## config.mk

```make
export PLATFORM = sky130hd
export DESIGN_NAME = skid_register
export DESIGN_NICKNAME = d
export VERILOG_FILES = /design/src/rtl/skid_register.sv
export SDC_FILE = /design/constraint.sdc
export NUM_CORES = 1
export LEC_CHECK = 0
export CAP_MARGIN = 20
export CORE_MARGIN = 8
export CORE_UTILIZATION = 45
export DETAILED_ROUTE_END_ITERATION = 8
export PLACE_DENSITY = 0.78
export SLEW_MARGIN = 10
export SYNTH_ARGS = -nofsm -noshare
export SYNTH_HDL_FRONTEND = slang
export SYNTH_SLANG_ARGS = --single-unit
export TNS_END_PERCENT = 10
```

## constraint.sdc

```tcl
create_clock -name skid_register_clock_in -period 2.6 [get_ports skid_register_clock_in]
set_input_delay 0.52 -clock skid_register_clock_in [delete_from_list [all_inputs] [get_ports skid_register_clock_in]]
set_output_delay 0.52 -clock skid_register_clock_in [all_outputs]
set_load 0.01 [all_outputs]
```

## src/rtl/skid_register.sv

```systemverilog
// Two-entry skid buffer with a valid/ready handshake on both sides.
// in_ready is decoded from the state register only, so out_ready never reaches it combinationally.
module skid_register #(
    parameter int DATA_WIDTH = 32
) (
    input  logic                  skid_register_clock_in,
    input  logic                  skid_register_reset_in,
    input  logic                  skid_register_flush_in,
    input  logic [DATA_WIDTH-1:0] skid_register_in_data,
    input  logic                  skid_register_in_valid,
    output logic                  skid_register_in_ready,
    output logic [DATA_WIDTH-1:0] skid_register_out_data,
    output logic                  skid_register_out_valid,
    input  logic                  skid_register_out_ready,
    output logic [1:0]            skid_register_count_out
);

    // state    | meaning
    // ST_EMPTY | no entries held, out_valid low
    // ST_ONE   | main register holds the oldest entry
    // ST_TWO   | main and skid both full, producer stalled
    typedef enum logic [1:0] {
        ST_EMPTY = 2'd0,
        ST_ONE   = 2'd1,
        ST_TWO   = 2'd2
    } state_t;

    state_t                state_q;
    state_t                state_d;
    logic [DATA_WIDTH-1:0] main_q;
    logic [DATA_WIDTH-1:0] main_d;
    logic [DATA_WIDTH-1:0] skid_q;
    logic [DATA_WIDTH-1:0] skid_d;

    logic in_fire;
    logic out_fire;

    assign skid_register_in_ready  = (state_q != ST_TWO);
    assign skid_register_out_valid = (state_q != ST_EMPTY);
    assign skid_register_out_data  = main_q;

    assign in_fire  = skid_register_in_valid & skid_register_in_ready;
    assign out_fire = skid_register_out_valid & skid_register_out_ready;

    always_comb begin
        skid_register_count_out = 2'd0;
        case (state_q)
            ST_ONE:  skid_register_count_out = 2'd1;
            ST_TWO:  skid_register_count_out = 2'd2;
            default: skid_register_count_out = 2'd0;
        endcase
    end

    always_comb begin
        state_d = state_q;
        main_d  = main_q;
        skid_d  = skid_q;

        // Flush drops the state but leaves payload registers untouched;
        // a concurrent out_fire has already been seen by the consumer.
        if (skid_register_flush_in) begin
            state_d = ST_EMPTY;
        end else begin
            case (state_q)
                ST_EMPTY: begin
                    if (in_fire) begin
                        main_d  = skid_register_in_data;
                        state_d = ST_ONE;
                    end
                end
                ST_ONE: begin
                    if (in_fire && out_fire) begin
                        main_d  = skid_register_in_data;
                        state_d = ST_ONE;
                    end else if (in_fire) begin
                        skid_d  = skid_register_in_data;
                        state_d = ST_TWO;
                    end else if (out_fire) begin
                        state_d = ST_EMPTY;
                    end
                end
                ST_TWO: begin
                    if (out_fire) begin
                        main_d  = skid_q;
                        state_d = ST_ONE;
                    end
                end
                default: begin
                    state_d = ST_EMPTY;
                end
            endcase
        end
    end

    always_ff @(posedge skid_register_clock_in or posedge skid_register_reset_in) begin
        if (skid_register_reset_in) begin
            state_q <= ST_EMPTY;
            main_q  <= '0;
            skid_q  <= '0;
        end else begin
            state_q <= state_d;
            main_q  <= main_d;
            skid_q  <= skid_d;
        end
    end

endmodule

```

Word level (Yosys, flattened, before mapping)
Index checks and enable logic that the tools add are counted.

Flip-flop bits (word level): 66. Input port bits: 37. Word-level logic and storage cells: 35.

Equal/unequal tests: 9. Muxes and demuxes: 12. Bitwise logic cells: 4. Reductions and logical operators: 7.

Operators by type and width (number): two-way mux 32 bit (3); case mux 32 bit (3 select lines) (1); two-way mux 2 bit (6); inequality test 2 bit (second input constant) (4); inequality test 3 bit (second input constant) (2); case mux 2 bit (3 select lines) (1); inequality test 5 bit (second input constant) (1); AND reduction 5 bit (1); case mux 2 bit (2 select lines) (1); AND reduction 4 bit (1); AND reduction 3 bit (1); nonzero test 3 bit (1); AND 1 bit (2); equality test 2 x 1 -> 1 bit (second input constant) (1); equality test 2 bit (second input constant) (1); zero test 2 bit (1); inverter 1 bit (2); nonzero test 2 bit (1); logical AND 1 bit (1).

Longest topological paths before layout
Depth in word-level cells: 7. Depth in mapped cells: 5. Depth with buffers taken out: 3.

Least setup slack after synthesis
Ideal clock, no wire load.

Kind: input port to flip-flop. From: in skid_register_out_ready. To: reg main_q[0] (netlist: skid_register_out_data[0]). Arrival: 1.449 ns. Data required time: 2.475 ns. Path slack: 1.026 ns. Stages on the path: 4. Buffers on the path: 1. Cell sequence: mux2i_1 o31ai_4 buf_6 mux2_2.

Cells in the longest elaborated chain, start to end: 4.

RTL lines: start: declaration (RTL line 14) `input logic skid_register_out_ready,`; AND 1 bit (*) (RTL line 43) `assign out_fire = skid_register_out_valid & skid_register_out_ready;`; logical AND 1 bit (RTL line 72) `if (in_fire && out_fire) begin`; inequality test 2 bit (no source line); AND reduction 5 bit (no source line) (*); end signal: assignment (RTL line 102) `main_q <= main_d;`; end: declaration (RTL line 30) `logic [DATA_WIDTH-1:0] main_q;`.

Every way passes the cells marked *; elsewhere a longest branch is shown, timed or not. A chain may end at the register's enable or synchronous reset.

Worst setup path after layout
From: reg state_q[0]. To: out skid_register_in_ready.

Cells in the longest elaborated chain, start to end: 1.

RTL lines: start: declaration (RTL line 28) `state_t state_q;`; start signal: assignment (RTL line 101) `state_q <= state_d;`; inequality test 2 bit (RTL line 38) `assign skid_register_in_ready = (state_q != ST_TWO);`; end: declaration (RTL line 11) `output logic skid_register_in_ready,`.

Every way passes these cells.

==> flow_metrics.tcl <==
set metrics [dict create \
    synth.area.top_cells "dfrtp_1, mux2_2, buf_8" \
    grt_max_degree 67 \
    rsz0062_at_grt "no" \
    avgSynthCellArea_um2 15.7 \
    crit_end "skid_register_in_ready" \
    power_density_nw_per_um2 748 \
    synth_top_area_share_pct 55.3 \
    cp.depth 2 \
    synth_warnings 0 \
    crit_family "buffers and inverters" \
    synth_edf_count 0 \
    instances_no_fill 351 \
    drc 0 \
    power.internal_uw 2250 \
    r2r-start "state_q[0]" \
    slowest_delay_ps 610 \
    drt_iter0_drc 59 \
    cts_buffers 9 \
    ir_worst_vdd_uv 485 \
    grt_pass1_wl_um 9780 \
    post_cts_buffers 0 \
    postSynthCellCount 190 \
    initial_utilization_pct 46.7 \
    dieHeight_um 97.5 \
    dp_hpwl_um 4150 \
    combinationalPowerShare_pct 24.0 \
    ys_ff_latch 66 \
    cts_tree "done" \
    num_rows 29 \
    path_buf_inv 1 \
    dp.cells 335 \
    whs_ps 500 \
    syn_nets 227 \
    crit_type "reg2out" \
    core_um2 6390 \
    crit_start "state_q[0]" \
    die_w_um 97.5 \
    finalSetupViolations 0 \
    ys_seq_area_share_pct 55.3 \
    synth.distinct_cells 22 \
    worst_pin_slew_ps 339 \
    switchingPower_uw 710 \
    timing.setup.tns_ps 0 \
    post-route-min-period_ps 2390 \
    slowest_stage "clkdlybuf4s50_1" \
    antenna_found_initial 0 \
    ys_async_sr_fraction_pct 100 \
    crit_chain "nand2b_2 > clkdlybuf4s50_1" \
    timing.rr.end "skid_register_out_data[18]" \
    grt_pass1_vias 1978 \
    maxSlewHeadroom_pct 76.8 \
    start_kind "flop" \
    cts-resized-gates 0 \
    power.share.clock_pct 28.5 \
    hp-class "reg2reg" \
    postCtsHoldBufs 0 \
    vias 1787 \
    pwr-share-seq_pct 47.4 \
    maxCapViolations 0 \
    synth_area_leader_cell "dfrtp_1" \
    wirelength_um 5760 \
    final_max_slew_viol_count 0 \
    crit_path_end_kind "primary output" \
    crit_required_ps 2080 \
    ios 73 \
    netSwitchingFraction_pct 24.0 \
    rr_worst_depth 4 \
    clkTransAtPathRegs_ps 60 \
    cts_max_path_buffers 2 \
    synth_ff_type "dfrtp_1" \
    syn_to_final_growth_pct 32.5 \
    fin_worst_skew_ps 8.30 \
    yosysMostFrequentCell "mux2_2" \
    routabilityCongestion 0.704 \
    port_buffers 72 \
    fmax_mhz 418 \
    drive_gt1_share_pct 44.2 \
    synth_common_cells "mux2_2, dfrtp_1, buf_8, mux2_4" \
    drtAntennaViolNets 0 \
    status "complete, no violations" \
    fin_crit_sh_pct 92.1 \
    root_buffer "clkbuf_8" \
    viasPerCell 5.09 \
    cp.arrival_ps 1870 \
    p_leak_uw 0.00169 \
    r2r_slack_ps 500 \
    diodes 0 \
    critPathMaxFanout 14 \
    synth_area_um2 2990 \
    hold_violations 0 \
    h-tree-depth 3 \
    die_area_um2 9500 \
    final_nets 306 \
    grt_use_total_pct 12.6 \
    grt-ovfl-total 0 \
    cts.sinks 66 \
    clkLatencyLatePin_ps 330 \
    first_pass_iters 4 \
    fin_util_pct 62.0 \
    wl_per_cell_um 16.4 \
]
## stage by stage
step	instance area, um^2	worst slack, ps	total power (uW)
after floorplan	2990	425	1780
after global placement	3760	399	2120
after detailed placement	3760	357	2150
after CTS	3960	155	3010
after global routing	3960	96.7	3120
final	3960	206	2960
## routing by layer
layer / routed length, um / share of wire, % / GRT usage [%] / vias up
met4: 58 / 1.0 / 3.85 / 0
li1: - / - / - / 837
met5: 0 / 0 / 0 / -
met3: 370 / 6.4 / 5.62 / 5
met2: 2800 / 49 / 19.9 / 49
met1: 2530 / 44 / 15.1 / 896
## flip-flops by register name (all words and copies together) (netlist names)
name                    flops
skid_q                     32
skid_register_out_data     32
state_q                     2
## layout make-up
cell class,instances,area (um^2)
Inverter,2,7.51
Fill cell,503,2430
Multi-Input combinational cell,112,1220
Clock buffer,14,163
Sequential cell,66,1650
Timing Repair Buffer,78,778
Clock inverter,2,35.0
Tap cell,77,96.3
## power by group through the flow
stage	logic, uW	registers (uW)	clock network (uW)
after global routing	768	1440	917
after global placement	710	1410	0
final	712	1400	845
after floorplan	337	1440	0
after CTS	728	1410	876
after detailed placement	726	1420	0
## how the worst min path moves through the flow
stage                               startpoint                    endpoint  slack, ps  depth (start not counted)
floorplan                            skid_q[0]                   skid_q[0]        480                          1
global placement    skid_register_out_data[18]  skid_register_out_data[18]        480                          1
detailed placement  skid_register_out_data[18]  skid_register_out_data[18]        480                          1
CTS                 skid_register_out_data[18]  skid_register_out_data[18]        500                          1
global route        skid_register_out_data[19]  skid_register_out_data[19]        510                          1
finish              skid_register_out_data[18]  skid_register_out_data[18]        500                          1
## kinds of logic (layout without fill, tap and decap cells)
| kind of cell | count (synthesis) | after routing | synth area share [%] |
|---|---|---|---|
| compound gates | 4 | 4 | 1.47 |
| flops | 66 | 66 | 55.3 |
| simple gates | 11 | 11 | 2.26 |
| buf+inv | 12 | 96 | 3.90 |
| mux | 97 | 97 | 37.0 |
## cell usage in the layout (no fill, tap or decap), types with 2 or more instances in the layout
cell	Yosys	routed
mux2_1	2	2
dfrtp_1	66	66
clkbuf_8	0	11
mux2_2	90	90
nand2_1	2	2
nor2_1	2	2
mux2_4	4	4
clkdlybuf4s50_1	0	72
clkbuf_1	0	3
buf_4	0	5
Power figures use the tool's default switching activity.
